$ cat config.mk
export PLATFORM = sky130hd
export DESIGN_NAME = rcs80_seq
export DESIGN_NICKNAME = d
export VERILOG_FILES = /design/src/rtl/rcs80_seq.sv
export SDC_FILE = /design/constraint.sdc
export NUM_CORES = 1
export LEC_CHECK = 0
export ABC_AREA = 1
export BUFFER_PORTS_ARGS = -buffer_cell sky130_fd_sc_hd__buf_2
export CAP_MARGIN = 10
export CORE_MARGIN = 3
export CORE_UTILIZATION = 53
export CTS_BUF_LIST = sky130_fd_sc_hd__clkbuf_8
export CTS_CLUSTER_SIZE = 14
export DETAILED_ROUTE_END_ITERATION = 12
export GPL_ROUTABILITY_DRIVEN = 0
export PLACE_DENSITY = 0.8
export SLEW_MARGIN = 20
export SYNTH_ARGS = -nofsm -noshare
export SYNTH_HDL_FRONTEND = slang
export SYNTH_SLANG_ARGS = --single-unit
export TNS_END_PERCENT = 100
$ cat constraint.sdc
create_clock -name clk -period 3.56 [get_ports clk]
set_input_delay 0.356 -clock clk [delete_from_list [all_inputs] [get_ports clk]]
set_output_delay 0.356 -clock clk [all_outputs]
set_load 0.01 [all_outputs]
$ cat src/rtl/rcs80_seq.sv
// Multi-cycle subtractor D = A - B - Bin, one SLICE-bit ripple-borrow slice per cycle,
// LSB slice first, with valid/ready handshakes on operands and results.
module rcs80_seq #(
  parameter int WIDTH = 80,
  parameter int SLICE = 40
) (
  input  logic             clk,
  input  logic             rst,
  input  logic             in_valid,
  output logic             in_ready,
  input  logic [WIDTH-1:0] A,
  input  logic [WIDTH-1:0] B,
  input  logic             Bin,
  output logic             out_valid,
  input  logic             out_ready,
  output logic [WIDTH-1:0] D,
  output logic             Bout,
  output logic             zero,
  output logic             ovf
);

  localparam int NSLICE = WIDTH / SLICE;
  localparam int KW     = (NSLICE > 1) ? $clog2(NSLICE) : 1;
  localparam logic [KW-1:0] K_LAST = KW'(NSLICE - 1);

  typedef enum logic [1:0] {IDLE, CALC, DONE} state_t;

  state_t           r_state;
  logic [KW-1:0]    r_k;
  logic             r_borrow;
  logic [WIDTH-1:0] r_a;
  logic [WIDTH-1:0] r_b;
  logic [WIDTH-1:0] r_d;
  logic             r_bout;
  logic             r_zero;
  logic             r_ovf;

  logic             w_in_ready;
  logic [SLICE-1:0] w_as;
  logic [SLICE-1:0] w_bs;
  logic [SLICE:0]   w_sum;
  logic             w_borrow;
  logic [WIDTH-1:0] w_d_next;
  logic             w_ovf;

  assign w_in_ready = (r_state == IDLE) && !rst;

  // Slice computed as A + ~B + ~borrow; the outgoing borrow is the inverted carry.
  always_comb begin
    w_as     = r_a[r_k*SLICE +: SLICE];
    w_bs     = r_b[r_k*SLICE +: SLICE];
    w_sum    = {1'b0, w_as} + {1'b0, ~w_bs} + {{SLICE{1'b0}}, ~r_borrow};
    w_borrow = ~w_sum[SLICE];
    w_d_next = r_d;
    w_d_next[r_k*SLICE +: SLICE] = w_sum[SLICE-1:0];
    w_ovf    = (r_a[WIDTH-1] != r_b[WIDTH-1]) && (w_d_next[WIDTH-1] != r_a[WIDTH-1]);
  end

  always_ff @(posedge clk) begin
    if (rst) begin
      r_state  <= IDLE;
      r_k      <= '0;
      r_borrow <= 1'b0;
      r_a      <= '0;
      r_b      <= '0;
      r_d      <= '0;
      r_bout   <= 1'b0;
      r_zero   <= 1'b0;
      r_ovf    <= 1'b0;
    end else begin
      case (r_state)
        IDLE: begin
          if (in_valid && w_in_ready) begin
            r_a      <= A;
            r_b      <= B;
            r_borrow <= Bin;
            r_k      <= '0;
            r_d      <= '0;
            r_zero   <= 1'b0;
            r_ovf    <= 1'b0;
            r_state  <= CALC;
          end
        end
        CALC: begin
          r_d      <= w_d_next;
          r_borrow <= w_borrow;
          r_k      <= r_k + 1'b1;
          if (r_k == K_LAST) begin
            r_bout  <= w_borrow;
            r_zero  <= (w_d_next == '0);
            r_ovf   <= w_ovf;
            r_state <= DONE;
          end
        end
        DONE: begin
          if (out_ready) r_state <= IDLE;
        end
        default: r_state <= IDLE;
      endcase
    end
  end

  assign in_ready  = w_in_ready;
  assign out_valid = (r_state == DONE);
  assign D         = r_d;
  assign Bout      = r_bout;
  assign zero      = r_zero;
  assign ovf       = r_ovf;

endmodule

* After elaboration in Yosys (flattened, before gate mapping) *
Index checks and enable logic that the tools add are counted.
W data, S select, Z words.

storage, ports and cells
  bits in registers = 247
  output and inout bits = 85
  input bits = 165
  word-level logic and storage cells = 55

cells by class
  shift-type cells = 4
  eq/ne operators = 7
  multiply operators = 1
  bitwise operators = 3
  $add $sub $neg = 4
  reduce and logical (&&, ||, !) cells = 12
  multiplexer cells = 15

operators by type and width
  kind                        number
  $pmux W80 S2                1
  $shiftx A80 B8 Y40          2
  $bwmux W80                  1
  $logic_not A80 Y1           1
  $mux W80                    1
  $shift A40 B34 Y80 const A  1
  $shiftx A40 B34 Y80         1
  $add A40 B40 Y41            1
  $add A41 B1 Y41             1
  $not A40 Y40                1
  $neg A7 Y34                 1
  $pmux W1 S2                 4
  $mux W2                     3
  $pmux W2 S3                 1
  $reduce_and A2 Y1           3
  $reduce_and A3 Y1           2
  $mul A1 B3 Y4 const B       1
  $mux W1                     4
  $ne A2 B1 Y1 const B        2
  $logic_and A1 B1 Y1         3
  $eq A2 B1 Y1 const B        1
  $eq A2 B2 Y1 const B        1
  $logic_not A2 Y1            1
  $ne A1 B1 Y1                2
  5 further kinds             6

* Depth between registers and ports, before layout *
Gate-level depths: netlist of the first run.

  word-level depth = 11
  depth in mapped cells = 27
  mapped depth without buffers = 23

* Worst setup path before layout of the first run *
OpenSTA, ideal clock, no wires.

  kind = reg-to-reg
  start point = reg r_k
  end point = reg r_zero (netlist: zero)
  buffers on the path = 5
  slack = 0.080 ns
  required time = 3.502 ns
  cell stages (with the launch flop) = 28
  setup time = 0.058 ns
  arrival time = 3.422 ns
  clock period less this slack = 3.480 ns
  path through = dfxtp_1 -> buf_4 -> buf_2 -> buf_4 -> clkbuf_1 -> clkbuf_1 -> nand2_1 -> o21ai_0 -> fa_1 -> inv_1 -> fa_1 -> nand3_1 -> nand3_1 -> nand2_1 -> nand2_1 -> nand2_1 -> nand2_1 -> nand2_1 -> nand2_1 -> nand2_1 -> nand3_1 -> nand2_1 -> nand2_1 -> nor2_1 -> nand3_1 -> nor2_1 -> nand3_1 -> nand2_1

on the way
  word-level cells in the longest chain between the ends = 10
  elaborated cells between the ends (all ways) = 15
  those cells by class = add/sub: 3; mul: 1; eq/ne: 1; shift: 4; mux: 3; bitwise: 1; reduce/logical: 2

ends and longest elaborated chain
  what                    line        text
  from (decl)             29          logic [KW-1:0] r_k;
  from (signal assigned)  87          r_k <= r_k + 1'b1;
  $mul A1 B3 Y4           50, 51, 55
  $shiftx A80 B8 Y40      51          w_bs = r_b[r_k*SLICE +: SLICE];
  $not A40 Y40            52          w_sum = {1'b0, w_as} + {1'b0, ~w_bs} + {{SLICE{1'b0}}, ~r_borrow};
  $add A40 B40 Y41        52
  $add A41 B1 Y41         52
  $shiftx A40 B34 Y80     55          w_d_next[r_k*SLICE +: SLICE] = w_sum[SLICE-1:0];
  $bwmux W80              55
  $logic_not A80 Y1       90          r_zero <= (w_d_next == '0);
  $mux W1                 88          if (r_k == K_LAST) begin
  $pmux W1 S2             71          case (r_state)
  to (signal assigned)    90
  to (decl)               35          logic r_zero;

Parallel ways exist; a longest one is shown, timed or not. The select of a mux whose other input is x is not followed.
A chain may end at the register's enable or synchronous reset.

* Worst setup path in the final report of the first run *
Same ends and word-level chain as after synthesis.

==> out/results.txt, run 1 <==
outcome: complete, no violations
core area: 0.0255 sq mm
LEAKAGE: 8.37 nW
CP Class: reg -> reg
Die ar.: 0.0281 sq mm
Seq/Total Area, Yosys: 35.7%
Post-Synth XOR/XNOR Area: 0.126%
Worst Setup Slack post-DPL: 0.153 ns
commonest non-fill, non-tap cell in the layout: nand2_1
Crit Reg-Reg Endpoint: zero
Die Ht: 168 um
Yosys top cell area share: 35.7%
Hold Path Depth: 3
HP Start: A[65]
Clock Latency Late Sink: 0.57 ns
r2r startpoint: r_k
RSZ-0062 raised after global routing: no
vias in the first global route: 14,400
max cap viols: 0
r2r setup slk: 0.17 ns
Post-DP HPWL: 33,500 um
Fillers: 2,321
router iterations before antenna repair: 7
CTS root buf: clkbuf_8
Max Fclk: 295 MHz
Worst EP arrival: 3.90 ns
largest net degree at the start of global routing: 215
clk slew on worst S/H paths: 0.06 ns
first-pass GRT wire length: 72,200 um
post-synthesis register bit count: 247
Slew @ Worst Pin: 0.912 ns
FF-to-FF path depth: 23
commonest cells after routing, fill and taps aside: nand2_1 (821), inv_1 (259), buf_2 (249)
# setup viols final: 0
Initial DRC Count: 2,044
crit start category: register
CTS Sinks: 247
Port Buffers: 249
register area: 0.00495 sq mm
clock buffer count from CTS: 41
VDD IR max: 0.406 mV
initial antenna violation count: 0
Final period util: 95.3%
Mapped Nets: 2,466
Slew headroom: 39.2%
Vias/cell: 5.52
Slew Viols, Final: 0
H-tree depth: 2
synth unique cells: 31
post-synthesis mux area share: 0.144%
Initial Utilization: 54.4%
Max Fanout on Critical Path: 24
Synth Area in Simple Gates: 35.8%
Tmin final: 3.39 ns
n_diodes: 0
TritonCTS clock tree: built
clock buffer depth: 3
Synth Area in Adders: 3.81%
Final ANT Viol Nets: 0
std cell rows: 58
Hold Crit Class: in -> reg
fin util: 65.0%
Power, Total: 0.00969 W
Compound-Gate Fraction of Synth Area: 14.4%
PwrDens: 586 mW/mm^2
Nets: 2,711
DR WL/cell: 16.1 um
final instance area: 0.0166 sq mm
Post-DP Area: 0.0153 sq mm
IO Count: 250
vias post-DR: 15,800
CP endpoint kind: register
worst endpoint required time: 4.06 ns
die width: 168 um
GRT Resource Usage Total: 30.9%
Hold EP: r_a[65]
Post-Route WL: 46,000 um
worst setup margin: 0.166 ns
Residual DRC: 0
final hold violation count: 0
post-route setup TNS: 0 ns
area grow syn2layout: 19.4%
Synth area leaders: dfxtp_1 (36%), nand2_1 (22%), nand3_1 (7.5%), a21oi_1 (7.0%), o21ai_0 (6.8%)
Congestion Overflow GR: 0
Worst Clk Skew: 0.0292 ns
Gate Count Post-Synth: 2,260
layout cell share with drive strength beyond 1: 14.9%
area of the multi-input gates: 0.00755 sq mm
Synth Cell Area: 0.0139 sq mm
number of synthesis warnings: 0
main combinational cell family by area after synthesis: simple AND/OR/NAND/NOR gates
post-synth top area cell: dfxtp_1
Synth Area per Inst: 6.13 sq um
power by group:
part           leakage (nW)  switching (W)  internal, W
clock network         0.427        0.00114      0.00126
registers              2.02       0.000164      0.00304
logic                  5.92        0.00277      0.00131
Yosys cell counts, drive strengths merged:
cell type,count
o22ai,1
mux2i,2
nand4,14
nand3,211
inv,253
o211ai,1
ha,39
o21a,1
o21bai,1
nand3b,5
o21ai,189
nand2,825
a21oi,193
buf,16
clkbuf,96
xnor2,1
dfxtp,247
nor3,7
xor2,1
or2,31
fa,2
a31oi,6
nor2,116
a21o,2
how the worst max path moves through the flow:
stage | start | end | slack [ns]
global route | r_k | zero | 0.02
CTS | r_k | zero | 0.14
floorplan | r_k | zero | 0.08
finish | r_k | zero | 0.17
global placement | r_k | zero | 0.21
detailed placement | r_k | zero | 0.15
per-layer routing:
layer	up-vias	track usage [%]	part of all wire [%]
met1	7129	43.1	42
met2	837	48.5	44
met4	0	10.4	3.5
met5	-	0	0
met3	138	5.26	10
li1	7667	-	-
through the flow:
stage,hold slack [ns],std cells
finish,0.0230,2856
global route,0.0116,2856
CTS,0.000909,2852
detailed placement,0.439,2745
global placement,0.435,2745
floorplan,0.424,2260
critical path: stages, from the launching register on:
cell       delay (ns)
dfxtp_4          0.38
buf_4            0.20
clkbuf_16        0.21
nand2_1          0.07
o21ai_0          0.10
ha_1             0.44
nand2_1          0.16
inv_1            0.09
nand2_1          0.06
nand2_1          0.12
inv_1            0.07
nand3_1          0.15
nand2_1          0.10
nand2_1          0.09
nand2_1          0.14
nand2_1          0.10
nand2_1          0.07
nand3_1          0.10
nand2_1          0.07
nor2_1           0.16
nand3_1          0.11
nor2_1           0.16
nand3_1          0.09
nand2_1          0.06
state kept, by name, indices dropped and copies added (netlist names):
signal / cells
Bout: 1
D: 80
ovf: 1
r_a: 80
r_b: 80
r_borrow: 1
r_k: 1
r_state: 2
zero: 1
cells by family (layout without fill, tap and decap cells):
group / count (synthesis) / after routing
mux: 2 / 2
simple gates: 1209 / 1209
fa+ha+maj: 41 / 41
compound gates: 394 / 394
xor+xnor: 2 / 2
buf+inv: 365 / 631
flops: 247 / 247
cell type report:
class                   instances  share of cell area, %
multi-input cells            1648                   45.6
flip-flops and latches        247                   29.9
repair buffers                314                   11.7
inverters                     253                   5.75
clock buffers                  50                   4.16
well taps                     330                   2.49
clock inverters                14                  0.423
repair_timing:
item / CTS / global route
endpoints found under the setup margin: 0 / 1
hold buffers: 43 / 0
hold endpoints to repair: 43 / 0
setup buffers: 0 / 2
resized for setup: 0 / 15
Note: power is estimated with default switching activity, not from simulation.
==> run 2: changes to the inputs <==
--- a/config.mk
+++ b/config.mk
@@ -6,13 +6,13 @@
 export NUM_CORES = 1
 export LEC_CHECK = 0
 export ABC_AREA = 1
-export BUFFER_PORTS_ARGS = -buffer_cell sky130_fd_sc_hd__buf_2
 export CAP_MARGIN = 10
 export CORE_MARGIN = 3
-export CORE_UTILIZATION = 53
+export CORE_UTILIZATION = 60
 export CTS_BUF_LIST = sky130_fd_sc_hd__clkbuf_8
 export CTS_CLUSTER_SIZE = 14
 export DETAILED_ROUTE_END_ITERATION = 12
+export DONT_BUFFER_PORTS = 1
 export GPL_ROUTABILITY_DRIVEN = 0
 export PLACE_DENSITY = 0.8
 export SLEW_MARGIN = 20
==> run 2 against run 1 <==
  * Highest routed layer is now met5
  * First-iteration DRC count shrank 15%
  * Clock skew increased by 0.0024 ns
  * Cell count shrank 7.7%
  * Worst hold slack got worse by 0.022 ns
  * Routed wire length grew 1.8%
  * Design area down 3.2%
  * Critical path type unchanged
  * Via count fell by 4.0%
  * Critical path depth down 4
  * Non-clock buffer count is 182 lower
  * Global-route usage grew 5.4 points
  * Total power grew 0.61%
==> out/results.txt, run 2 (synthesis results as in run 1) <==
clock buffer count from CTS: 41 (unchanged)
Hold Path Depth: 2 (was 3)
critical-path cell list: buf_4 > o21ai_0 > fa_1 > nand3_1 > nand3_1 > nand2_1 > nand2_1 > nand2_1 > nand3_1 > nand2_1 > nor2_1 > nand2_1 > nor2_1 > nand2_1 > nor2_1 > nand2_1 > nor2_1 > nand3_1 > nand2_1 (was buf_4 > clkbuf_16 > nand2_1 > o21ai_0 > ha_1 > nand2_1 > inv_1 > nand2_1 > nand2_1 > inv_1 > nand3_1 > nand2_1 > nand2_1 > nand2_1 > nand2_1 > nand2_1 > nand3_1 > nand2_1 > nor2_1 > nand3_1 > nor2_1 > nand3_1 > nand2_1)
Final period util: 96.1% (was 95.3%)
Slew headroom: 45.9% (was 39.2%)
TritonCTS clock tree: built (unchanged)
r2r setup slk: 0.14 ns (was 0.17 ns)
H-tree depth: 2 (unchanged)
commonest non-fill, non-tap cell in the layout: nand2_1 (unchanged)
max layer used: met5 (was met4)
r2r startpoint: r_k (unchanged)
crit start category: register (unchanged)
Initial DRC Count: 1,739 (was 2,044)
Crit Reg-Reg Endpoint: zero (unchanged)
clk slew on worst S/H paths: 0.07 ns (was 0.06 ns)
max cap viols: 0 (unchanged)
area of the multi-input gates: 0.00753 sq mm (was 0.00755 sq mm)
commonest cells after routing, fill and taps aside: nand2_1 (821), inv_1 (264), dfxtp_1 (246) (was nand2_1 (821), inv_1 (259), buf_2 (249))
DR WL/cell: 17.8 um (was 16.1 um)
Metal-1 WL: 17,800 um (was 19,600 um)
worst endpoint required time: 4.04 ns (was 4.06 ns)
core area: 0.0222 sq mm (was 0.0255 sq mm)
Die ar.: 0.0250 sq mm (was 0.0281 sq mm)
initial antenna violation count: 2 (was 0)
# setup viols final: 0 (unchanged)
layout cell share with drive strength beyond 1: 5.52% (was 14.9%)
FF-to-FF path depth: 19 (was 23)
CTS root buf: clkbuf_8 (unchanged)
fin util: 72.1% (was 65.0%)
Hold Crit Class: in -> reg (unchanged)
std cell rows: 54 (was 58)
VDD IR max: 0.401 mV (was 0.406 mV)
largest net degree at the start of global routing: 227 (was 215)
post-route setup TNS: 0 ns (unchanged)
Congestion Overflow GR: 0 (unchanged)
outcome: complete, no violations (unchanged)
Tmin final: 3.42 ns (was 3.39 ns)
Post-DP HPWL: 31,900 um (was 33,500 um)
CP endpoint kind: register (unchanged)
Placed Instances: 2,449 (was 2,745)
DR WL met3: 4450 um (was 4610 um)
die width: 158 um (was 168 um)
LEAKAGE: 7.64 nW (was 8.37 nW)
Critical Path Max Stage Delay: 0.59 ns (was 0.44 ns)
Nets: 2,529 (was 2,711)
CP Class: reg -> reg (unchanged)
Port Buffers: 0 (was 249)
HP Start: A[33] (was A[65])
Fillers: 1,813 (was 2,321)
Post-Route WL: 46,800 um (was 46,000 um)
Slew Viols, Final: 0 (unchanged)
Max Fanout on Critical Path: 10 (was 24)
Worst Clk Skew: 0.0317 ns (was 0.0292 ns)
Worst EP arrival: 3.90 ns (about the same)
register area: 0.00495 sq mm (unchanged)
Slew @ Worst Pin: 0.812 ns (was 0.912 ns)
non-filler instance count after layout: 2,635 (was 2,856)
RSZ-0062 raised after global routing: no (unchanged)
vias in the first global route: 14,200 (was 14,400)
Crit path top cell by count: nand2_1 (unchanged)
Crit-path slowest cell: o21ai_0 (was ha_1)
final hold violation count: 0 (unchanged)
met2 wire length: 22,000 um (was 20,300 um)
vias post-DR: 15,100 (was 15,800)
Initial Utilization: 62.3% (was 54.4%)
Residual DRC: 0 (unchanged)
clock buffer depth: 3 (unchanged)
worst setup margin: 0.137 ns (was 0.166 ns)
Vias/cell: 5.75 (was 5.52)
area grow syn2layout: 15.6% (was 19.4%)
Max Fclk: 292 MHz (was 295 MHz)
Hold EP: r_a[33] (was r_a[65])
PwrDens: 608 mW/mm^2 (was 586 mW/mm^2)
router iterations before antenna repair: 7 (unchanged)
Power, Total: 0.00975 W (was 0.00969 W)
Final ANT Viol Nets: 0 (unchanged)
first-pass GRT wire length: 72,200 um (about the same)
Die Ht: 158 um (was 168 um)
IO Count: 250 (unchanged)
CTS Sinks: 247 (unchanged)
Clock Latency Late Sink: 0.57 ns (about the same)
GRT Resource Usage Total: 36.3% (was 30.9%)
Worst Setup Slack post-DPL: 0.156 ns (was 0.153 ns)
## run 2: cell count changes in the layout (fill, tap and decap cells not counted), sizes merged
cell / previous run / this run
buf: 270 / 26
dlygate4sd3: 43 / 105
inv: 265 / 270
clkbuf: 51 / 54
bufinv: 0 / 1
clkinv: 1 / 2
diode: 0 / 1
## run 2: worst max-delay path: cells and delay by family, from the launching register on
| kind | cells | cell delay [ns] |
|---|---|---|
| and+or+nand+nor | 16 | 1.78 |
| AOI/OAI and AO/OA | 1 | 0.59 |
| adders and majority gates | 1 | 0.40 |
| DFF | 1 | 0.39 |
| buffers and inverters | 1 | 0.18 |
## run 2: timing repair
action | 4_1_cts | 5_1_grt
hold buffers | 106 | 0
setup buffers | 0 | 4
hold endpoints to repair | 188 | 0
setup endpoints to repair | 0 | 1
resized for setup | 0 | 3
## run 2: worst max-delay path by stage
stage / from / to / slack, ns
floorplan: r_k / zero / 0.08
global placement: r_k / zero / 0.23
detailed placement: r_k / zero / 0.16
CTS: r_k / zero / 0.12
global route: r_k / zero / 0.006
finish: r_k / zero / 0.14
## run 2: metrics by stage
| step | hold WS (ns) | area [sq um] |
|---|---|---|
| 3_5_place_dp | 0.434 | 14000 |
| 5_1_grt | 0.00104 | 16000 |
| 4_1_cts | 0.00000144 | 16000 |
| 6_report | 0.00109 | 16000 |
| 3_3_place_gp | 0.432 | 14000 |
| 2_1_floorplan | 0.424 | 13900 |
## run 2: routing by layer
layer | vias up | GRT usage [%]
li1 | 7313 | -
met1 | 6753 | 43.4
met2 | 886 | 60.9
met3 | 194 | 7.85
met4 | 2 | 19.7
met5 | - | 0
## run 2: power by group
part           internal, W  total [W]  switching [W]
clock network      0.00141    0.00261        0.00120
logic              0.00123    0.00386        0.00262
registers          0.00304    0.00328       0.000242
total              0.00569    0.00975        0.00406
## run 2: cell type report
class                   instances  area share (%)
multi-input cells            1648            47.0
flip-flops and latches        247            30.9
repair buffers                132            8.65
inverters                     253            5.94
clock buffers                  53            4.55
well taps                     280            2.19
clock inverters                21           0.773
diodes                          1          0.0156
==> run 3: changes to the inputs <==
--- a/config.mk
+++ b/config.mk
@@ -7,6 +7,7 @@
 export LEC_CHECK = 0
 export ABC_AREA = 1
 export CAP_MARGIN = 10
+export CORE_ASPECT_RATIO = 0.7
 export CORE_MARGIN = 3
 export CORE_UTILIZATION = 60
 export CTS_BUF_LIST = sky130_fd_sc_hd__clkbuf_8
==> run 3 against run 2 <==
  * The flow now finishes with violations (negative hold slack)
  * Sequential power about the same
  * Clock skew fell by 0.012 ns
  * Utilization down 0.20 points
  * Clock power barely moved
  * Total power grew 0.40%
  * Global-route usage decreased by 1.7 points
  * Combinational power is 1% higher
  * Worst setup slack gained 0.015 ns
  * Routed wire length down 3.9%
  * Die area up 0.12%
==> out/results.txt, run 3 (synthesis results as in run 1) <==
Slew @ Worst Pin: 0.866 ns (was 0.812 ns)
CP Class: reg -> reg (unchanged)
Worst Setup Slack post-DPL: 0.186 ns (was 0.156 ns)
vias in the first global route: 13,900 (was 14,200)
VDD IR max: 0.467 mV (was 0.401 mV)
FF-to-FF path depth: 21 (was 19)
commonest cells after routing, fill and taps aside: nand2_1 (820), inv_1 (259), dfxtp_1 (246) (was nand2_1 (821), inv_1 (264), dfxtp_1 (246))
Die ar.: 0.0250 sq mm (about the same)
LEAKAGE: 7.55 nW (was 7.64 nW)
core area: 0.0222 sq mm (about the same)
clock buffer count from CTS: 38 (was 41)
layout cell share with drive strength beyond 1: 6.39% (was 5.52%)
area of the multi-input gates: 0.00758 sq mm (was 0.00753 sq mm)
Slew headroom: 42.3% (was 45.9%)
GRT Resource Usage Total: 34.6% (was 36.3%)
Max Fanout on Critical Path: 31 (was 10)
Nets: 2,512 (was 2,529)
die width: 188 um (was 158 um)
clk slew on worst S/H paths: 0.07 ns (about the same)
met1 usage: 45.9% (was 43.4%)
Hold EP: r_a[33] (unchanged)
met3 GRT Util: 8.26% (was 7.85%)
Worst Clk Skew: 0.0201 ns (was 0.0317 ns)
Hold Crit Class: in -> reg (unchanged)
area grow syn2layout: 15.1% (was 15.6%)
Initial Utilization: 62.5% (was 62.3%)
worst endpoint required time: 4.06 ns (was 4.04 ns)
Tmin final: 3.41 ns (was 3.42 ns)
Residual DRC: 0 (unchanged)
DR WL/cell: 17.1 um (was 17.8 um)
first-pass GRT wire length: 71,100 um (was 72,200 um)
crit start category: register (unchanged)
Fillers: 1,855 (was 1,813)
Clock Latency Late Sink: 0.56 ns (was 0.57 ns)
final hold violation count: 1 (was 0)
Placed Instances: 2,475 (was 2,449)
TritonCTS clock tree: built (unchanged)
worst hold slack: -0.00181 ns (was 0.00109 ns)
H-tree depth: 2 (unchanged)
commonest non-fill, non-tap cell in the layout: nand2_1 (unchanged)
worst setup margin: 0.153 ns (was 0.137 ns)
register area: 0.00495 sq mm (unchanged)
Post-Route WL: 45,000 um (was 46,800 um)
Final period util: 95.7% (was 96.1%)
PwrDens: 614 mW/mm^2 (was 608 mW/mm^2)
CTS Sinks: 247 (unchanged)
busiest grt layer: met2 (unchanged)
HP Start: A[33] (unchanged)
largest net degree at the start of global routing: 206 (was 227)
CP endpoint kind: register (unchanged)
Final ANT Viol Nets: 0 (unchanged)
router iterations before antenna repair: 11 (was 7)
violated checks: negative hold slack
Worst EP arrival: 3.91 ns (was 3.90 ns)
post-route setup TNS: 0 ns (unchanged)
outcome: finished with violations (was complete, no violations)
Vias/cell: 5.73 (was 5.75)
Die Ht: 133 um (was 158 um)
Hold Path Depth: 2 (unchanged)
Max Fclk: 293 MHz (was 292 MHz)
vias post-DR: 15,100 (about the same)
max cap viols: 0 (unchanged)
IO Count: 250 (unchanged)
non-filler instance count after layout: 2,639 (was 2,635)
GR Layer Usage met2: 54.7% (was 60.9%)
# setup viols final: 0 (unchanged)
Port Buffers: 0 (unchanged)
fin util: 71.9% (was 72.1%)
initial antenna violation count: 2 (unchanged)
clock buffer depth: 3 (unchanged)
Initial DRC Count: 1,902 (was 1,739)
Post-DP HPWL: 31,200 um (was 31,900 um)
Crit Reg-Reg Endpoint: zero (unchanged)
r2r startpoint: r_k (unchanged)
Congestion Overflow GR: 0 (unchanged)
Slew Viols, Final: 0 (unchanged)
std cell rows: 45 (was 54)
CTS root buf: clkbuf_8 (unchanged)
r2r setup slk: 0.15 ns (was 0.14 ns)
-- run 3: layout make-up --
type | instances | share of cell area [%]
Sequential cell | 247 | 31.0
Timing Repair Buffer | 118 | 7.83
Clock buffer | 47 | 4.06
Tap cell | 305 | 2.39
Inverter | 253 | 5.97
Antenna cell | 1 | 0.0157
Clock inverter | 20 | 1.15
Multi-Input combinational cell | 1648 | 47.6
-- run 3: how the worst max path moves through the flow --
stage	cells after the start	from	slack [ns]	to
floorplan	27	r_k	0.08	zero
global placement	18	r_k	0.18	zero
detailed placement	19	r_k	0.19	zero
CTS	19	r_k	0.18	zero
global route	20	r_k	-0.03	zero
finish	21	r_k	0.15	zero
-- run 3: metal layers --
metal,vias to the layer above,wire length [um]
met2,895,19800
li1,7304,-
met1,6757,18400
met3,167,5110
met5,-,31
met4,4,1760
-- run 3: through the flow --
step	power, W	area, sq um	hold slack (ns)
6_report	0.00979	15900	-0.00181
5_1_grt	0.0104	15900	0.0155
4_1_cts	0.00957	15800	0.000136
3_5_place_dp	0.00689	14100	0.436
3_3_place_gp	0.00684	14100	0.433
2_1_floorplan	0.00594	13900	0.424
-- run 3: critical path: stages (launching register included) --
cell and delay (ns):
dfxtp_4 0.39, buf_12 0.21, buf_12 0.18, o21ai_0 0.17, ha_1 0.42, nand2_1 0.09
buf_4 0.14, nor2_2 0.15, nand2_1 0.13, nor2_1 0.12, nand2_1 0.12, nand3_2 0.12
nand2_1 0.07, nand2_1 0.10, nand2_1 0.10, nand3_1 0.10, nand2_1 0.07, nor2_1 0.19
nand3_1 0.12, nor2_2 0.15, nand3_1 0.11, nand2_1 0.07
-- run 3: power by group --
group	switching (W)	leakage [nW]	internal, W	total (W)
Combinational	0.00264	5.06	0.00126	0.00391
Sequential	0.000233	2.02	0.00304	0.00327
Clock	0.00119	0.462	0.00142	0.00261
Total	0.00406	7.55	0.00573	0.00979
-- run 3: timing repair --
item                       CTS  global route
hold buffers                90             0
setup endpoints to repair    0             1
resized for setup            0            28
setup buffers                0             5
hold endpoints to repair   172             0
